--- src/rtl/pix_count_ctrl_if.sv ---
// Avalon-MM register bus for pix_count_ctrl. The host (CPU bridge or bench)
// drives the request side, and the block returns registered read data.
interface pix_count_ctrl_if;
  logic [1:0]  address;
  logic        chipselect;
  logic        write_n;
  logic [31:0] writedata;
  logic [31:0] readdata;

  modport master (output address, chipselect, write_n, writedata, input readdata);
  modport slave  (input address, chipselect, write_n, writedata, output readdata);
endinterface

--- src/rtl/pix_count_ctrl.sv ---
// Per-frame thresholded pixel counter with an Avalon-MM control/status block.
// Frames are delimited by sof/eof beats, and the last frame count is latched into COUNT and n_pix_out.
module pix_count_ctrl #(
  parameter int CNT_W = 32
) (
  input  logic                clk,
  input  logic                reset_n,
  pix_count_ctrl_if.slave     avs,
  input  logic                pix_valid,
  input  logic                pix_sof,
  input  logic                pix_eof,
  input  logic                pix_hit,
  output logic [31:0]         n_pix_out,
  output logic                irq
);

  typedef enum logic [1:0] {
    S_IDLE  = 2'd0,
    S_ARMED = 2'd1,
    S_COUNT = 2'd2
  } state_t;

  localparam logic [CNT_W-1:0] CNT_MAX = '1;

  state_t           r_state;
  logic [CNT_W-1:0] r_cnt;
  logic [CNT_W-1:0] r_last;
  logic [31:0]      r_frames;
  logic [31:0]      r_readdata;
  logic             r_cont;
  logic             r_irq_en;
  logic             r_done;
  logic             r_overrun;
  logic             r_sat;

  logic             w_wr;
  logic             w_ctrl_wr;
  logic             w_stat_wr;
  logic             w_start;
  logic             w_abort;
  logic [3:0]       w_clr;
  logic             w_sof;
  logic             w_eof;
  logic             w_hit;
  logic [CNT_W-1:0] w_cnt_hit;
  logic [CNT_W-1:0] w_frame_val;
  logic             w_frame_end;
  logic             w_early_sof;
  logic             w_set_sat;
  logic [31:0]      w_rd_mux;
  logic             w_unused_wd;

  always_comb begin
    w_wr        = avs.chipselect & ~avs.write_n;
    w_ctrl_wr   = w_wr & (avs.address == 2'd0);
    w_stat_wr   = w_wr & (avs.address == 2'd1);
    w_start     = w_ctrl_wr & avs.writedata[0];
    w_abort     = w_ctrl_wr & avs.writedata[3];
    w_clr       = {4{w_stat_wr}} & avs.writedata[3:0];
    w_unused_wd = ^avs.writedata[31:4];

    w_sof = pix_valid & pix_sof;
    w_eof = pix_valid & pix_eof;
    w_hit = pix_valid & pix_hit;

    // Saturating increment: a hit at full scale leaves the counter unchanged.
    w_cnt_hit = (w_hit && (r_cnt != CNT_MAX)) ? r_cnt + CNT_W'(1) : r_cnt;

    // Abort overrides any pixel activity in the same cycle.
    w_frame_end = ~w_abort & w_eof &
                  ((r_state == S_COUNT) | ((r_state == S_ARMED) & w_sof));
    w_frame_val = (r_state == S_ARMED) ? CNT_W'(w_hit) : w_cnt_hit;
    w_early_sof = ~w_abort & (r_state == S_COUNT) & w_sof & ~w_eof;
    w_set_sat   = ~w_abort & (r_state == S_COUNT) & w_hit & (r_cnt == CNT_MAX) &
                  ~(w_sof & ~w_eof);

    case (avs.address)
      2'd0:    w_rd_mux = {29'd0, r_irq_en, r_cont, 1'b0};
      2'd1:    w_rd_mux = {28'd0, r_sat, r_overrun, r_done, r_state != S_IDLE};
      2'd2:    w_rd_mux = 32'(r_last);
      default: w_rd_mux = r_frames;
    endcase
  end

  always_ff @(posedge clk or negedge reset_n) begin
    if (!reset_n) begin
      r_state    <= S_IDLE;
      r_cnt      <= '0;
      r_last     <= '0;
      r_frames   <= '0;
      r_readdata <= '0;
      r_cont     <= 1'b0;
      r_irq_en   <= 1'b0;
      r_done     <= 1'b0;
      r_overrun  <= 1'b0;
      r_sat      <= 1'b0;
    end else begin
      r_readdata <= w_rd_mux;

      // Hardware set terms are OR-ed after the W1C mask so a same-cycle set wins.
      r_done    <= (r_done & ~w_clr[1]) | w_frame_end;
      r_overrun <= (r_overrun & ~w_clr[2]) | w_early_sof | (w_frame_end & r_done);
      r_sat     <= (r_sat & ~w_clr[3]) | w_set_sat;

      if (w_ctrl_wr) begin
        r_cont   <= avs.writedata[1];
        r_irq_en <= avs.writedata[2];
      end

      if (w_frame_end) begin
        r_last   <= w_frame_val;
        r_frames <= r_frames + 32'd1;
      end

      if (w_abort) begin
        r_state <= S_IDLE;
        r_cnt   <= '0;
      end else begin
        case (r_state)
          S_IDLE: begin
            if (w_start) r_state <= S_ARMED;
          end
          S_ARMED: begin
            if (w_sof) begin
              r_cnt   <= CNT_W'(w_hit);
              r_state <= w_eof ? (r_cont ? S_ARMED : S_IDLE) : S_COUNT;
            end
          end
          S_COUNT: begin
            if (w_eof) begin
              r_cnt   <= '0;
              r_state <= r_cont ? S_ARMED : S_IDLE;
            end else if (w_sof) begin
              r_cnt <= CNT_W'(w_hit);
            end else begin
              r_cnt <= w_cnt_hit;
            end
          end
          default: r_state <= S_IDLE;
        endcase
      end
    end
  end

  assign avs.readdata = r_readdata;
  assign n_pix_out    = 32'(r_last);
  assign irq          = r_irq_en & (r_done | r_overrun);

endmodule

--- src/flat_wrapper.sv ---
// flat-port wrapper written by rule: the top's interface ports become plain ports
module pix_count_ctrl_flat 
#(
  parameter int CNT_W = 32
)
  (clk, reset_n, pix_valid, pix_sof, pix_eof, pix_hit, n_pix_out, irq, avs_address, avs_chipselect, avs_write_n, avs_writedata, avs_readdata);
  pix_count_ctrl_if avs_i ();
  input  logic clk;
  input  logic reset_n;
  input  logic pix_valid;
  input  logic pix_sof;
  input  logic pix_eof;
  input  logic pix_hit;
  output logic [31:0] n_pix_out;
  output logic irq;
  input wire logic [$bits(avs_i.address)-1:0] avs_address;
  input wire logic [$bits(avs_i.chipselect)-1:0] avs_chipselect;
  input wire logic [$bits(avs_i.write_n)-1:0] avs_write_n;
  input wire logic [$bits(avs_i.writedata)-1:0] avs_writedata;
  output wire logic [$bits(avs_i.readdata)-1:0] avs_readdata;
  assign avs_i.address = avs_address;
  assign avs_i.chipselect = avs_chipselect;
  assign avs_i.write_n = avs_write_n;
  assign avs_i.writedata = avs_writedata;
  assign avs_readdata = avs_i.readdata;
  pix_count_ctrl #(.CNT_W(CNT_W)) u_core (.clk(clk), .reset_n(reset_n), .avs(avs_i), .pix_valid(pix_valid), .pix_sof(pix_sof), .pix_eof(pix_eof), .pix_hit(pix_hit), .n_pix_out(n_pix_out), .irq(irq));
endmodule
--- config.mk ---
export PLATFORM = sky130hd
export DESIGN_NAME = pix_count_ctrl_flat
export DESIGN_NICKNAME = d
export VERILOG_FILES = /design/src/rtl/pix_count_ctrl_if.sv /design/src/rtl/pix_count_ctrl.sv /design/src/flat_wrapper.sv
export SDC_FILE = /design/constraint.sdc
export NUM_CORES = 1
export LEC_CHECK = 0
export ABC_CLOCK_PERIOD_IN_PS = 3100
export CAP_MARGIN = 40
export CORE_UTILIZATION = 59
export DETAILED_ROUTE_END_ITERATION = 6
export PLACE_DENSITY = 0.95
export SYNTH_ARGS = -nofsm -noshare
export SYNTH_HDL_FRONTEND = slang
export SYNTH_SLANG_ARGS = --single-unit
--- constraint.sdc ---
create_clock -name clk -period 3.1 [get_ports clk]
set_input_delay 0.31 -clock clk [delete_from_list [all_inputs] [get_ports clk]]
set_output_delay 0.31 -clock clk [all_outputs]
set_load 0.05 [all_outputs]
==> out/summary.txt, run 1 <==
Ant. Diodes: 0
vias in the first global route: 6015
power density over the cells: 607 nW/um^2
Hold Crit Depth: 3
Routed WL: 19100 um
Ports: 107
FFs w/ async S/R, synth: 100%
post-route ant nets: 0
largest net degree at the start of global routing: 59
DRC viols: 0
Synth Area per Inst: 10.1 um^2
fin. max-slew vios: 0
CP Class: reg2reg
Reg2Reg Depth: 5
WP data required: 3.39 ns
initial DRC count: 919
share of the synthesized area in the top cell type: 48.6%
post-layout util: 72.8%
final setup fails: 0
WP depth: 5
H-tree Lvls: 4
initial antenna violation count: 0
Tmin final: 2.75 ns
Num CTS Buffers: 17
Hold Path Origin: avs_address[0]
Worst-Margin Slew: 0.790 ns
PnR worst setup slack: 0.347 ns
nets: 801
Post-DP HPWL: 11400 um
RSZ-0062 raised after global routing: false
Mapped Nets: 735
die width: 111 um
global-route wire length before repair: 31600 um
root buffer cell: clkbuf_16
Slew headroom: 46.6%
Critical Path End Type: flop
CTS Hold Bufs: 1
reg-to-reg startpoint: u_core.r_cnt[5]
leading area contributor after synthesis: dfrtp_1
Remaining Overflow, GRT: 0
Post-synth EDFFs: 0
Initial Util: 60.7%
CTS resizes: 0
clk slew on worst S/H paths: 0.06 ns
commonest non-fill, non-tap cell in the layout: dfrtp_1
clk sinks: 135
DR vias: 6111
routability cong.: 0.881
Post-CTS Setup Bufs: 0
Endpoint, Worst Hold: u_core.r_irq_en
Worst setup SP type: flop
number of I/O port buffers: 78
maximum vdd drop: 0.000596 V
cell-by-cell trace of the critical path: and4_1 -> and2_1 -> and3_1 -> nor3_1 -> o31ai_1
Hold WC Path Type: in2reg
library cells used by synthesis: 62
ys flop type: dfrtp_1
Leak: 3.51 nW
Post-Syn Instances: 687
delay-heaviest family, CP: simple AND/OR/NAND/NOR gates
Via density: 6.72
Final Hold Viols: 0
TritonRoute pass-1 iters: 6
Synth Area in XOR/XNOR: 7.30%
share of cells above drive strength 1: 9.66%
FP Rows: 39
reg-to-reg endpoint: u_core.n_pix_out[4]
maxcap violations: 0
CTS Buffer Depth: 2
Placeable Area: 11500 um^2
Post-Synth Simple-Gate Area: 20.9%
final hold slack: 0.314 ns
Crit path buffers/inverters: 0
status: completed
post-synth design cell area: 6960 um^2
largest family of logic cells by synthesized area: simple AND/OR/NAND/NOR gates
Max Clk Rate: 0.363 GHz
mux share of post-synthesis cell area: 5.90%
Total Neg Setup Slack: 0 ns
Worst Path Max Fanout: 9
Synthesis Warnings: 0
CTS tree: yes
Compound-Gate Fraction of Synth Area: 11.9%
commonest cells after routing, fill and taps aside: dfrtp_1 (135), nand2_1 (85), clkdlybuf4s50_1 (76)
Total Routing Usage GR: 32.8%
Worst path max stage delay: 0.66 ns
WL/cell: 21.0 um
Crit-path slowest cell: and3_1
die area: 12200 um^2
Syn-to-layout area delta: 19.9%
CP arrival: 3.05 ns
final period utilization: 88.8%
clk_skew: 0.00613 ns
pre-CTS WS: 0.407 ns
sequential share of the synthesized area: 48.6%
Clk Latency, worst-skew pair: 0.44 ns
Adder-Cell Fraction of Synth Area: 1.08%
die extent in y: 111 um
FF-to-FF setup slack: 0.35 ns
flops & latches, synth: 135
Synth area leaders: dfrtp_1 (49%), xnor2_1 (5.4%), mux2i_1 (4.6%)
## cells in the mapped netlist (17+ instances only)
cell type / number
a21oi_1: 17
mux2i_1: 32
nor2_1: 23
o21ai_0: 49
inv_1: 17
nand3_1: 34
nand2_1: 85
clkbuf_1: 19
xnor2_1: 43
nor2b_1: 30
dfrtp_1: 135
nand4_1: 17
## worst max path at each step
| stage | slack, ns | end | startpoint |
|---|---|---|---|
| 3_3_place_gp | 0.47 | u_core.n_pix_out[26] | pix_valid |
| 3_5_place_dp | 0.41 | u_core.n_pix_out[26] | pix_valid |
| 2_1_floorplan | 1.01 | u_core.r_frames[31] | u_core.r_state[0] |
| 4_1_cts | 0.49 | u_core.n_pix_out[4] | u_core.r_cnt[5] |
| 5_1_grt | 0.26 | u_core.n_pix_out[1] | u_core.r_cnt[0] |
| 6_report | 0.35 | u_core.n_pix_out[4] | u_core.r_cnt[5] |
## cell type report
type / count / area, um^2
multi-input combinational: 489 / 3280
timing repair buffer: 93 / 901
clock buffer: 19 / 443
tap: 143 / 179
clock inverter: 13 / 101
inverter: 17 / 63.8
sequential: 135 / 3380
fill: 644 / 3120
## tightest hold or removal path: stages
cell,delay [ns]
buf_2,0.12
nor4b_4,0.07
mux2_2,0.22
## metal layers
layer  global-route usage [%]  wire, um
met4                     14.8       755
met3                     8.67      1970
met2                     53.5      9340
met5                        0         0
met1                     41.0      7030
## metrics by stage
stage	total power, mW	area [um^2]	cells
floorplan	2.77	6960	687
global placement	3.11	7790	876
detailed placement	3.16	7790	876
CTS	5.04	8350	909
global route	5.23	8350	909
finish	5.06	8350	909
## registers in the layout, indices dropped and copies added, names as in the netlist
register	cells
u_core.avs.readdata	32
u_core.n_pix_out	32
u_core.r_cnt	32
u_core.r_cont	1
u_core.r_done	1
u_core.r_frames	32
u_core.r_irq_en	1
u_core.r_overrun	1
u_core.r_sat	1
u_core.r_state	2
## power by group
group          leakage (nW)  internal [mW]  switching [mW]  total [mW]
clock network         0.244           1.05           0.828        1.87
logic                  1.41          0.388           0.789        1.18
registers              1.85           1.88           0.130        2.01
total                  3.51           3.32            1.75        5.06
## kinds of logic (layout without fill, tap and decap cells)
family                     count (synthesis)  after routing
adders and majority gates                  6              6
xor gates and xnor gates                  58             58
buffers and inverters                     63            142
muxes                                     38             38
AOI/OAI and AO/OA                        130            130
and+or+nand+nor                          257            257
DFF                                      135            135
Note: power is estimated with default switching activity, not from simulation.
==> run 2: changes to the inputs <==
--- a/config.mk
+++ b/config.mk
@@ -5,11 +5,12 @@
 export SDC_FILE = /design/constraint.sdc
 export NUM_CORES = 1
 export LEC_CHECK = 0
-export ABC_CLOCK_PERIOD_IN_PS = 3100
+export ABC_AREA = 0
+export ABC_CLOCK_PERIOD_IN_PS = 2400
 export CAP_MARGIN = 40
-export CORE_UTILIZATION = 59
+export CORE_UTILIZATION = 49
 export DETAILED_ROUTE_END_ITERATION = 6
-export PLACE_DENSITY = 0.95
+export PLACE_DENSITY = 0.86
 export SYNTH_ARGS = -nofsm -noshare
 export SYNTH_HDL_FRONTEND = slang
 export SYNTH_SLANG_ARGS = --single-unit
==> constraint.sdc (replaced) <==
create_clock -name clk -period 2.4 [get_ports clk]
set_input_delay 0.24 -clock clk [delete_from_list [all_inputs] [get_ports clk]]
set_output_delay 0.24 -clock clk [all_outputs]
set_load 0.05 [all_outputs]
==> run 2 against run 1 <==
Cell count grew 7.2%. Critical path type unchanged. Fmax grew 22%. Clock power grew 50%. Combinational power grew 33%. Clock-buffer cell count grew 2.
==> out/summary.txt, run 2 (synthesis gave the netlist of run 1 again) <==
status: completed
fin. max-slew vios: 0 (unchanged)
Hold WC Path Type: in2reg
Max Clk Rate: 0.444 GHz (+22%)
RSZ-0062 raised after global routing: false
vias in the first global route: 5683 (-5.5%)
Clk Latency, worst-skew pair: 0.42 ns (-0.02 ns)
CP arrival: 2.58 ns (-0.47 ns)
largest net degree at the start of global routing: 55 (-6.8%)
power density over the cells: 795 nW/um^2 (+31%)
WL/cell: 18.0 um (-14%)
clk_skew: 0.00597 ns (-0.000165 ns)
TritonRoute pass-1 iters: 6 (unchanged)
Crit path buffers/inverters: 0 (unchanged)
Crit-path slowest cell: or4_4
global-route wire length before repair: 28500 um (-9.6%)
die width: 121 um (+9.6%)
Critical Path End Type: flop
CTS Buffer Depth: 2 (unchanged)
root buffer cell: clkbuf_16
maximum vdd drop: 0.000543 V (-8.8%)
Leak: 3.73 nW (+6.4%)
Initial Util: 50.1% (-11 points)
CTS resizes: 0 (unchanged)
Placeable Area: 13900 um^2 (+21%)
Multi-input gate area: 3280 um^2 (unchanged)
Worst-Margin Slew: 0.618 ns (-0.172 ns)
final setup fails: 0 (unchanged)
Ant. Diodes: 0 (unchanged)
routability cong.: 0.926 (+5.1%)
nets: 829 (+3.5%)
FP Rows: 43 (+10%)
maxcap violations: 0 (unchanged)
commonest non-fill, non-tap cell in the layout: dfrtp_1
clk sinks: 135 (unchanged)
die area: 14700 um^2 (+20%)
Worst path max stage delay: 0.65 ns (about the same)
Syn-to-layout area delta: 25.8%
CTS tree: yes
Num CTS Buffers: 17 (unchanged)
Worst Path Max Fanout: 6 (-3)
CTS Hold Bufs: 1 (unchanged)
DRC viols: 0 (unchanged)
commonest cells after routing, fill and taps aside: dfrtp_1 (135), nand2_1 (85), clkdlybuf4s50_1 (76)
Final Hold Viols: 0 (unchanged)
number of I/O port buffers: 78 (unchanged)
Worst setup SP type: flop
cell-by-cell trace of the critical path: nand4_1 -> or4_4 -> o2111ai_4 -> nor2_1 -> xnor2_1 -> o21ai_0
final period utilization: 93.9% (+5.1 points)
FF+latch area: 3380 um^2 (unchanged)
share of cells above drive strength 1: 12.8% (+3.2 points)
die extent in y: 121 um (+9.6%)
WP data required: 2.72 ns (-0.67 ns)
initial antenna violation count: 0 (unchanged)
Routed WL: 17500 um (-8.3%)
Slew headroom: 58.8% (+12 points)
Post-CTS Setup Bufs: 0 (unchanged)
Total Neg Setup Slack: 0 ns (unchanged)
# fillers: 1000 (+55%)
DR vias: 5784 (-5.4%)
final hold slack: 0.375 ns (+0.0607 ns)
Tmin final: 2.25 ns (-0.498 ns)
H-tree Lvls: 4 (unchanged)
post-route ant nets: 0 (unchanged)
clk slew on worst S/H paths: 0.06 ns (about the same)
Post-DP HPWL: 11700 um (+2.9%)
Via density: 5.94 (-12%)
initial DRC count: 486 (-47%)
CP Class: reg2reg
delay-heaviest family, CP: simple AND/OR/NAND/NOR gates
Total Routing Usage GR: 25.2% (-7.6 points)
Remaining Overflow, GRT: 0 (unchanged)
Ports: 107 (unchanged)
[run 2: worst register-to-register path: stages (launching register included)]
cell and delay, ns:
dfrtp_1 0.44, nand4_1 0.27, or4_4 0.65, o2111ai_4 0.32
nor2_1 0.13, xnor2_1 0.14, o21ai_0 0.20
[run 2: worst paths after layout]
path                                           from                      end  slack, ns  cells after the start
worst min-delay path                 avs_address[0]            u_core.r_cont       0.37                      4
worst max register to register     u_core.r_cnt[14]     u_core.n_pix_out[15]       0.15                      6
min in group asynchronous                   reset_n        u_core.r_state[0]       0.38                      2
worst max-delay path               u_core.r_cnt[14]     u_core.n_pix_out[15]       0.15                      6
worst min register to register  u_core.r_frames[31]      u_core.r_frames[31]       0.47                      1
max in group asynchronous                   reset_n  u_core.avs.readdata[15]       1.32                      3
[run 2: final cells by class]
type	count	share of cell area (%)
inverters	17	0.729
well taps	180	2.57
clock buffers	21	5.38
repair buffers	121	13.3
clock inverters	11	1.96
multi-input cells	489	37.5
flip-flops and latches	135	38.6
[run 2: metrics by stage]
step                      instances  power (mW)  util [%]  instance area, um^2  worst slack [ns]
after global routing            974        7.21      63.0                 8750            0.0192
after detailed placement        941        4.17      58.3                 8100           0.00887
final                           974        6.95      63.0                 8750             0.146
after CTS                       974        6.95      63.0                 8750             0.174
after floorplan                 687        3.58         -                 6960             0.315
after global placement          941        4.11      58.3                 8100            0.0665
[run 2: routing by layer]
layer	vias to the layer above	wire [um]	part of all wire, %	global-route usage (%)
met2	234	8900	51	43.1
met3	45	1030	5.9	4.56
li1	2620	-	-	-
met4	0	441	2.5	10.6
met5	-	0	0	0
met1	2885	7160	41	31.2
[run 2: where the power goes]
group	switching [mW]	leakage, nW	internal (mW)
Clock	0.976	0.309	1.82
Sequential	0.153	1.85	2.43
Combinational	1.02	1.57	0.551
Total	2.15	3.73	4.80
